==> src/rtl/fft8_pkg.sv <==
// Shared types and constants for the 8-point FFT sequencer and stage blocks.
// No logic here: state enum, frame constants and the 3-bit bit-reverse helper.
package fft8_pkg;

    localparam int FFT_N         = 8;
    localparam int FFT_LOG2N     = 3;
    localparam int FFT_STAGE_LAT = 3;

    typedef enum logic [1:0] {
        LOAD  = 2'd0,
        FIRE  = 2'd1,
        WAIT  = 2'd2,
        DRAIN = 2'd3
    } fft8_state_e;

    function automatic logic [FFT_LOG2N-1:0] bitrev3(input logic [FFT_LOG2N-1:0] n);
        return {n[0], n[1], n[2]};
    endfunction

endpackage

==> src/rtl/fft8_bitrev_loader.sv <==
// Input frame buffer: sample n lands in slot bitrev3(n); one-cycle write, contents held until overwritten.
// No backpressure of its own; frame_full_o strobes on the write of the 8th sample.
module fft8_bitrev_loader
    import fft8_pkg::*;
#(
    parameter int WIDTH = 16
) (
    input  logic                     clk,
    input  logic                     rst_n,
    input  logic                     wr_en_i,
    input  logic [WIDTH-1:0]         wr_re_i,
    input  logic [WIDTH-1:0]         wr_im_i,
    output logic [FFT_N*WIDTH-1:0]   fft_in_re_o,
    output logic [FFT_N*WIDTH-1:0]   fft_in_im_o,
    output logic                     frame_full_o
);

    logic [FFT_LOG2N-1:0] in_cnt_q, in_cnt_d;
    logic [WIDTH-1:0]     buf_re_q [FFT_N];
    logic [WIDTH-1:0]     buf_im_q [FFT_N];

    // The 3-bit counter wraps to 0 on its own after sample 7.
    assign in_cnt_d     = wr_en_i ? in_cnt_q + 3'd1 : in_cnt_q;
    assign frame_full_o = wr_en_i && (in_cnt_q == 3'(FFT_N - 1));

    always_ff @(posedge clk) begin
        if (!rst_n) begin
            in_cnt_q <= '0;
            for (int k = 0; k < FFT_N; k++) begin
                buf_re_q[k] <= '0;
                buf_im_q[k] <= '0;
            end
        end else begin
            in_cnt_q <= in_cnt_d;
            if (wr_en_i) begin
                buf_re_q[bitrev3(in_cnt_q)] <= wr_re_i;
                buf_im_q[bitrev3(in_cnt_q)] <= wr_im_i;
            end
        end
    end

    always_comb begin
        fft_in_re_o = '0;
        fft_in_im_o = '0;
        for (int k = 0; k < FFT_N; k++) begin
            fft_in_re_o[k*WIDTH +: WIDTH] = buf_re_q[k];
            fft_in_im_o[k*WIDTH +: WIDTH] = buf_im_q[k];
        end
    end

endmodule

==> src/rtl/fft8_seq_ctrl.sv <==
// Sequencer for the 3-stage 8-point FFT: load 8 samples bit-reversed, fire, wait STAGE_LAT, drain 8 bins.
// First bin 5 cycles after the 8th accept; output bins hold stable while m_ready is low.
module fft8_seq_ctrl
    import fft8_pkg::*;
#(
    parameter int WIDTH     = 16,
    parameter int N         = FFT_N,
    parameter int STAGE_LAT = FFT_STAGE_LAT
) (
    input  logic                   clk,
    input  logic                   rst_n,
    input  logic                   s_valid,
    output logic                   s_ready,
    input  logic [WIDTH-1:0]       s_re,
    input  logic [WIDTH-1:0]       s_im,
    output logic [N*WIDTH-1:0]     fft_in_re,
    output logic [N*WIDTH-1:0]     fft_in_im,
    input  logic [N*WIDTH-1:0]     fft_out_re,
    input  logic [N*WIDTH-1:0]     fft_out_im,
    output logic                   m_valid,
    input  logic                   m_ready,
    output logic [WIDTH-1:0]       m_re,
    output logic [WIDTH-1:0]       m_im,
    output logic [2:0]             m_idx,
    output logic                   m_last,
    output logic                   busy,
    output logic                   frame_done
);

    localparam int WCW = (STAGE_LAT > 1) ? $clog2(STAGE_LAT) : 1;

    fft8_state_e          state_q, state_d;
    logic [WCW-1:0]       wait_cnt_q, wait_cnt_d;
    logic [FFT_LOG2N-1:0] out_cnt_q, out_cnt_d;
    logic [WIDTH-1:0]     obuf_re_q [N];
    logic [WIDTH-1:0]     obuf_im_q [N];
    logic                 capture;
    logic                 frame_full;
    logic                 handshake;

    assign s_ready = rst_n && (state_q == LOAD);

    fft8_bitrev_loader #(
        .WIDTH        (WIDTH)
    ) u_loader (
        .clk          (clk),
        .rst_n        (rst_n),
        .wr_en_i      (s_valid && s_ready),
        .wr_re_i      (s_re),
        .wr_im_i      (s_im),
        .fft_in_re_o  (fft_in_re),
        .fft_in_im_o  (fft_in_im),
        .frame_full_o (frame_full)
    );

    assign m_valid    = (state_q == DRAIN);
    assign handshake  = m_valid && m_ready;
    assign m_re       = obuf_re_q[out_cnt_q];
    assign m_im       = obuf_im_q[out_cnt_q];
    assign m_idx      = out_cnt_q;
    assign m_last     = (out_cnt_q == 3'(N - 1));
    assign busy       = (state_q != LOAD);
    // A reset arriving on the bin-7 handshake cycle must not report a completed frame.
    assign frame_done = rst_n && handshake && m_last;

    always_comb begin
        state_d    = state_q;
        wait_cnt_d = wait_cnt_q;
        out_cnt_d  = out_cnt_q;
        capture    = 1'b0;
        case (state_q)
            LOAD: begin
                if (frame_full) state_d = FIRE;
            end
            FIRE: begin
                state_d    = WAIT;
                wait_cnt_d = '0;
            end
            WAIT: begin
                if (wait_cnt_q == WCW'(STAGE_LAT - 1)) begin
                    capture   = 1'b1;
                    state_d   = DRAIN;
                    out_cnt_d = '0;
                end else begin
                    wait_cnt_d = wait_cnt_q + 1'b1;
                end
            end
            DRAIN: begin
                if (handshake) begin
                    out_cnt_d = out_cnt_q + 3'd1;
                    if (m_last) state_d = LOAD;
                end
            end
            default: state_d = LOAD;
        endcase
    end

    always_ff @(posedge clk) begin
        if (!rst_n) begin
            state_q    <= LOAD;
            wait_cnt_q <= '0;
            out_cnt_q  <= '0;
            for (int k = 0; k < N; k++) begin
                obuf_re_q[k] <= '0;
                obuf_im_q[k] <= '0;
            end
        end else begin
            state_q    <= state_d;
            wait_cnt_q <= wait_cnt_d;
            out_cnt_q  <= out_cnt_d;
            if (capture) begin
                for (int k = 0; k < N; k++) begin
                    obuf_re_q[k] <= fft_out_re[k*WIDTH +: WIDTH];
                    obuf_im_q[k] <= fft_out_im[k*WIDTH +: WIDTH];
                end
            end
        end
    end

endmodule

==> config.mk <==
export PLATFORM = sky130hd
export DESIGN_NAME = fft8_seq_ctrl
export DESIGN_NICKNAME = d
export VERILOG_FILES = /design/src/rtl/fft8_pkg.sv /design/src/rtl/fft8_bitrev_loader.sv /design/src/rtl/fft8_seq_ctrl.sv
export SDC_FILE = /design/constraint.sdc
export NUM_CORES = 1
export LEC_CHECK = 0
export CELL_PAD_IN_SITES_DETAIL_PLACEMENT = 0
export CELL_PAD_IN_SITES_GLOBAL_PLACEMENT = 1
export CORE_ASPECT_RATIO = 1.5
export CORE_MARGIN = 5
export CORE_UTILIZATION = 37
export CTS_BUF_LIST = sky130_fd_sc_hd__clkbuf_4
export CTS_CLUSTER_DIAMETER = 60
export DETAILED_ROUTE_END_ITERATION = 8
export GPL_TIMING_DRIVEN = 0
export HOLD_SLACK_MARGIN = 0.08
export PLACE_DENSITY_LB_ADDON = 0.1
export SETUP_SLACK_MARGIN = 0.4
export SLEW_MARGIN = 20
export SYNTH_ARGS = -nofsm -noshare
export SYNTH_HDL_FRONTEND = slang
export SYNTH_HIERARCHICAL = 1
export SYNTH_SLANG_ARGS = --single-unit
export TNS_END_PERCENT = 20
==> constraint.sdc <==
create_clock -name clk -period 7.71 [get_ports clk]
set_input_delay 1.542 -clock clk [delete_from_list [all_inputs] [get_ports clk]]
set_output_delay 1.542 -clock clk [all_outputs]
set_load 0.02 [all_outputs]
Word level (Yosys, flattened, before mapping)

Memories as Yosys holds them, arrays and structs flattened. A register that Yosys moved wholly into a read port is not among the register bits.
Cells that the tools add are included.

Logic and storage cells: 98
Memories kept: 4
Flip-flop bits (word level): 10
Bits in read-only memories: 0
Latch bits: 0
Output and inout port bits: 296
Memory bits (writable): 512

Memories:

| memory            | depth | bits a word | rd ports | clocked after Yosys merged registers in | wr ports | line                     | source |
|---|---|---|---|---|---|---|---|
| obuf_im_q         | 8     | 16          | 1        | 1                                       | 8        | fft8_seq_ctrl.sv:36      | `logic [WIDTH-1:0] obuf_im_q [N];` |
| obuf_re_q         | 8     | 16          | 1        | 1                                       | 8        | fft8_seq_ctrl.sv:35      | `logic [WIDTH-1:0] obuf_re_q [N];` |
| u_loader.buf_im_q | 8     | 16          | 8        | 0                                       | 8        | fft8_bitrev_loader.sv:20 | `logic [WIDTH-1:0] buf_im_q [FFT_N];` |
| u_loader.buf_re_q | 8     | 16          | 8        | 0                                       | 8        | fft8_bitrev_loader.sv:19 | `logic [WIDTH-1:0] buf_re_q [FFT_N];` |

Eq/ne operators: 11
Reductions and logical operators: 15
Bitwise logic cells: 16
Multiply operators: 0
Shift-type cells: 0
Add/subtract/negate cells: 3
Mux-type cells: 45
$lt $le $gt $ge: 0
Div/mod/pow operators: 0

Operator list:

| operator              | number |
|---|---|
| $mux W16              | 18 |
| $reduce_or A16 Y1     | 2 |
| $mux W3               | 8 |
| $or A1 B1 Y1          | 16 |
| $mux W1               | 11 |
| $mux W2               | 5 |
| $pmux W2 S4           | 1 |
| $add A3 B1 Y3 const B | 2 |
| $eq A2 B2 Y1 const B  | 3 |
| $eq A3 B3 Y1 const B  | 2 |
| $logic_and A1 B1 Y1   | 6 |
| $ne A2 B2 Y1 const B  | 3 |
| $pmux W3 S2           | 1 |
| $reduce_bool A2 Y1    | 3 |
| $ne A2 B1 Y1 const B  | 2 |
| $pmux W2 S2           | 1 |
| $reduce_and A4 Y1     | 1 |
| $reduce_and A3 Y1     | 1 |
| $add A2 B1 Y2 const B | 1 |
| $eq A2 B1 Y1 const B  | 1 |
| $logic_not A2 Y1      | 1 |
| $reduce_and A2 Y1     | 1 |

Longest topological paths before layout

Depth after elaboration: 8
Depth in mapped cells: 7
Gate-level depth less buffers: 6

Hierarchy

The synthesis kept the hierarchy.

By module, submodules not included:

| module             | cells an instance | seq. area each (um2) | area an instance (um2) | instances |
|---|---|---|---|---|
| fft8_seq_ctrl      | 720               | 7887.6               | 12044.1                | 1 |
| fft8_bitrev_loader | 582               | 7747.4               | 9790.6                 | 1 |

Worst setup path before layout

Ideal clock, no wire load.

Path type: in2reg
From: input rst_n
To: memory obuf_im_q[0][0] (enable)
Data required time: 5753 ps
Data arrival time: 5891 ps
Setup slack: -138 ps
Stages: 2
Setup time: 1957 ps
Cell sequence: clkbuf_1 > nand2_1

RTL lines:

| item               | line                | source |
|---|---|---|
| start: declaration | fft8_seq_ctrl.sv:11 | `input logic rst_n,` |
| end: declaration   | fft8_seq_ctrl.sv:36 |  |

Worst setup path in the final report

From: input rst_n
To: output frame_done

Cells in the longest elaborated chain, start to end: 2

RTL lines:

| item                             | line                | source |
|---|---|---|
| $logic_and A1 B1 Y1 (2 in a row) | fft8_seq_ctrl.sv:64 | `assign frame_done = rst_n && handshake && m_last;` |
| end: declaration                 | fft8_seq_ctrl.sv:27 | `output logic frame_done` |

Every way passes these cells.

==> tab_implementation.tex <==
\begin{tabular}{lr}
\hline
Metric & Value \\
\hline
\multicolumn{2}{l}{\textbf{CTS}} \\
CTS H-tree depth & 4 \\
Post-CTS setup-driven buffer insertion count & 0 \\
Clk sinks & 525 \\
CTS root buffer & sky130\_fd\_sc\_hd\_\_clkbuf\_4 \\
Clock-pin slew on the worst setup and hold paths & about 70 ps \\
Total of hold buffers inserted after clock tree synthesis & 0 \\
Inserted Clock Buffers & 130 \\
Worst-case clock buffer depth & 3 \\
Number of gates resized after cts & 0 \\
CTS tree & yes \\
Clock latency on the worst-skew pair & 860 ps \\
\multicolumn{2}{l}{\textbf{Global routing}} \\
Maximum number of pins on one net before global-route repair & $\sim$110 \\
Vias in the first global route & about 15000 \\
Global-route usage over all layers & around 20\% \\
First-pass GRT wire length & approximately 96000 um \\
Number of antenna violations at the first check in global routing & 21 \\
Residual overflow from global routing & 0 \\
\multicolumn{2}{l}{\textbf{Synthesis}} \\
Sequential fraction of the synthesis area & just over 70\% \\
Biggest area contributors in the synthesized netlist & sky130\_fd\_sc\_hd\_\_edfxtp\_1 70\%, sky130\_fd\_sc\_hd\_\_and2\_1 15\%, sky130\_fd\_sc\_hd\_\_mux4\_1 4.6\%, sky130\_fd\_sc\_hd\_\_mux4\_2 2.7\%, sky130\_fd\_sc\_hd\_\_mux2\_2 1.7\% \\
Most area-hungry cell type in the Yosys netlist & sky130\_fd\_sc\_hd\_\_edfxtp\_1 \\
Share of the synthesized area in the top cell type & between 70\% and 80\% \\
Number of instances in the synthesized netlist & 1302 \\
Library cells used by synthesis & 30 \\
Average cell area after synthesis & around 17 sq um \\
Number of flip-flops and latches in the synthesized netlist & roughly 530 \\
Synth warn & 6 \\
Number of nets in the synthesized netlist & around 1600 \\
Cell area after synthesis & 0.02183 sq mm \\
\multicolumn{2}{l}{\textbf{Die}} \\
Die area & 0.06407 sq mm \\
Width of the chip & 208.3 um \\
I/O pin count & a little under 600 \\
Floorplan core area & 0.05878 sq mm \\
Standard-cell row count & about 110 \\
Die Height & 307.5 um \\
Starting density of the core & between 30\% and 40\% \\
\multicolumn{2}{l}{\textbf{Finish}} \\
Share of layout cells above drive strength 1 & 14.91\% \\
Final standard cell area without fillers & between 0.03 and 0.04 sq mm \\
Synthesis-to-finish area growth & 40.60\% \\
Leading cell type in the layout, fill and taps excluded & sky130\_fd\_sc\_hd\_\_clkdlybuf4s50\_1 \\
Number of non-filler instances in the completed layout & between 2000 and 3000 \\
Nets@finish & between 2000 and 2500 \\
Count of fill cells added during filler insertion & just over 5000 \\
Top library cells by usage in the layout, fill and taps aside & 587 x sky130\_fd\_sc\_hd\_\_clkdlybuf4s50\_1, 514 x sky130\_fd\_sc\_hd\_\_and2\_1, 512 x sky130\_fd\_sc\_hd\_\_edfxtp\_1, 186 x sky130\_fd\_sc\_hd\_\_clkbuf\_4, 38 x sky130\_fd\_sc\_hd\_\_mux4\_1 \\
Util after Layout & between 50\% and 60\% \\
\multicolumn{2}{l}{\textbf{Timing}} \\
Setup slack after layout & 2237 ps \\
Final Skew & approximately 36 ps \\
Unrepaired setup endpoints after global routing & no \\
Final period util & just over 70\% \\
Slew @ Worst Pin & slightly above 800 ps \\
Total Negative Setup Slacks & 0 ps \\
Relative slew margins & $\sim$46\% \\
Upper clock frequency limit & about 180 MHz \\
Setup-failing EPs final & 0 \\
Final hold viol count & 0 \\
Final hold slack & $\sim$490 ps \\
Count of pins over their slew limit & 0 \\
Min cycle time layout & 5473 ps \\
\multicolumn{2}{l}{\textbf{Detailed routing}} \\
Wire length reported by the detailed router & around 67000 um \\
Number of antenna-violating nets in the routed design & 0 \\
Via count normalized by instance count & about 4.7 \\
Number of vias in the routed layout & about 14000 \\
Routed WL per cell & 23.08 um \\
1st-iter DRT viols & between 700 and 800 \\
Remaining routing DRC violations & 0 \\
Number of iterations in the first detailed-routing pass & 5 \\
\multicolumn{2}{l}{\textbf{Min path}} \\
Endpoint of the worst hold-timing path & wait\_cnt\_q[0] \\
Launch point of the worst hold path & wait\_cnt\_q[0] \\
Path type of the worst min-delay path & reg2reg \\
Cells on Worst Hold Path & 2 \\
\multicolumn{2}{l}{\textbf{Run}} \\
Max-cap viol count & 0 \\
\multicolumn{2}{l}{\textbf{Setup path}} \\
FF-to-FF End & u\_loader/buf\_im\_q[0][10] \\
Kind of critical path & in2out \\
Crit path max fanout & 16 \\
Crit path DAT & around 3900 ps \\
R2R cell count & 7 \\
R2R setup slack & 4970 ps \\
Crit path required time & between 6000 and 7000 ps \\
Source of the worst register-to-register timing path & state\_q[0] \\
Worst setup EP type & output pin \\
Critical path startpoint category & input pin \\
\multicolumn{2}{l}{\textbf{Place}} \\
Post-place setup slack & around 2300 ps \\
I/O Buffers & just under 600 \\
Placed cell area & $\sim$0.029 sq mm \\
HPWL after detailed placement & roughly 50000 um \\
Number of instances in the placed design & 2677 \\
Routability Congestion & roughly 0.79 \\
\multicolumn{2}{l}{\textbf{Power}} \\
Combinational Power Share & under 10\% \\
Largest voltage drop on the vdd net & between 0.0001 and 0.00015 V \\
Static leakage power & between 10 and 15 nW \\
Cell Pwr Density & 201.7 mW/mm\^{}2 \\
Switching component of the power & $\sim$1.4 mW \\
Internal power component & between 4 and 5 mW \\
Clock share of power & between 30\% and 40\% \\
Total power draw & about 6.2 mW \\
Switching fraction of total power & between 20\% and 30\% \\
Sequential group share of total power & between 50 and 60\% \\
\multicolumn{2}{l}{\textbf{Outcome}} \\
Result of the run & complete, no violations \\
\hline
\end{tabular}
metal layers:
layer,track usage (%),part of all wire (%),vias to the layer above
met2,37.99,54,544
met3,7.174,8.2,125
li1,-,-,6265
met1,20.34,34,6571
met4,9.048,3.3,8
met5,0,0.093,-
Yosys cell counts, drive strengths merged:
| library cell | n |
|---|---|
| o211ai | 1 |
| ha | 16 |
| a21oi | 2 |
| dfxtp | 13 |
| mux4 | 64 |
| buf | 24 |
| nand3 | 6 |
| clkbuf | 50 |
| xor2 | 1 |
| mux2 | 32 |
| nor2b | 4 |
| o2111a | 1 |
| and4 | 4 |
| mux2i | 3 |
| nor2 | 2 |
| o21ai | 5 |
| inv | 11 |
| o211a | 2 |
| edfxtp | 512 |
| nand2b | 7 |
| and4b | 3 |
| o22ai | 6 |
| and2 | 514 |
| and3 | 3 |
| nand2 | 16 |
cells by family (layout without fill, tap and decap cells):
logic type               after synthesis  count (layout)  share of synthesized area, %
XOR/XNOR                               1               1                       0.04012
other                                  0              15                             0
flip-flops                           525             525                         71.61
multiplexers                          99              99                         9.042
buffers and inverters                 85             889                         1.994
AND/OR/NAND/NOR                      559             559                         15.89
AO/OA/AOI/OAI                         17              17                        0.5100
adder cells (fa/ha/maj)               16              16                        0.9168
worst max path at each step:
stage                from                       to  slack, ps  cells past startpoint
floorplan           rst_n          obuf_im_q[0][0]       2440                      2
global placement    rst_n  u_loader/buf_im_q[2][7]      -1090                      6
detailed placement  rst_n               frame_done       2260                      4
CTS                 rst_n               frame_done       2260                      4
global route        rst_n               frame_done       2060                      4
finish              rst_n               frame_done       2240                      4
flip-flops by register name, summed over array words and instances, names as in the netlist, named ones only:
signal             count
obuf_im_q            128
wait_cnt_q             2
m_idx                  3
u_loader/buf_im_q    128
state_q                2
u_loader/in_cnt_q      3
u_loader/buf_re_q    128
obuf_re_q            128
final cells by class:
cell class	instances	area (sq um)	area share [%]
clock buffers	186	1396	4.548
well taps	777	972.2	3.167
clock inverters	20	232.7	0.7581
inverters	11	41.29	0.1345
multi-input cells	692	5827	18.98
plain buffers	74	394.1	1.284
diodes	15	37.54	0.1223
repair buffers	598	6163	20.08
flip-flops and latches	525	15640	50.93
worst max-delay path, stage by stage:
cell and delay, ps:
sky130_fd_sc_hd__clkdlybuf4s50_1 950, sky130_fd_sc_hd__clkbuf_1 450, sky130_fd_sc_hd__and4_1 270, sky130_fd_sc_hd__clkdlybuf4s50_1 700
power by group through the flow:
| stage | Sequential [mW] | Combinational [mW] | Clock, mW |
|---|---|---|---|
| after floorplan | 3.42 | 0.103 | 0 |
| after global placement | 3.36 | 0.532 | 0 |
| after detailed placement | 3.34 | 0.560 | 0 |
| after CTS | 3.28 | 0.560 | 2.44 |
| after global routing | 3.29 | 0.580 | 2.58 |
| final | 3.28 | 0.551 | 2.36 |
Note: power is estimated with default switching activity, not from simulation.
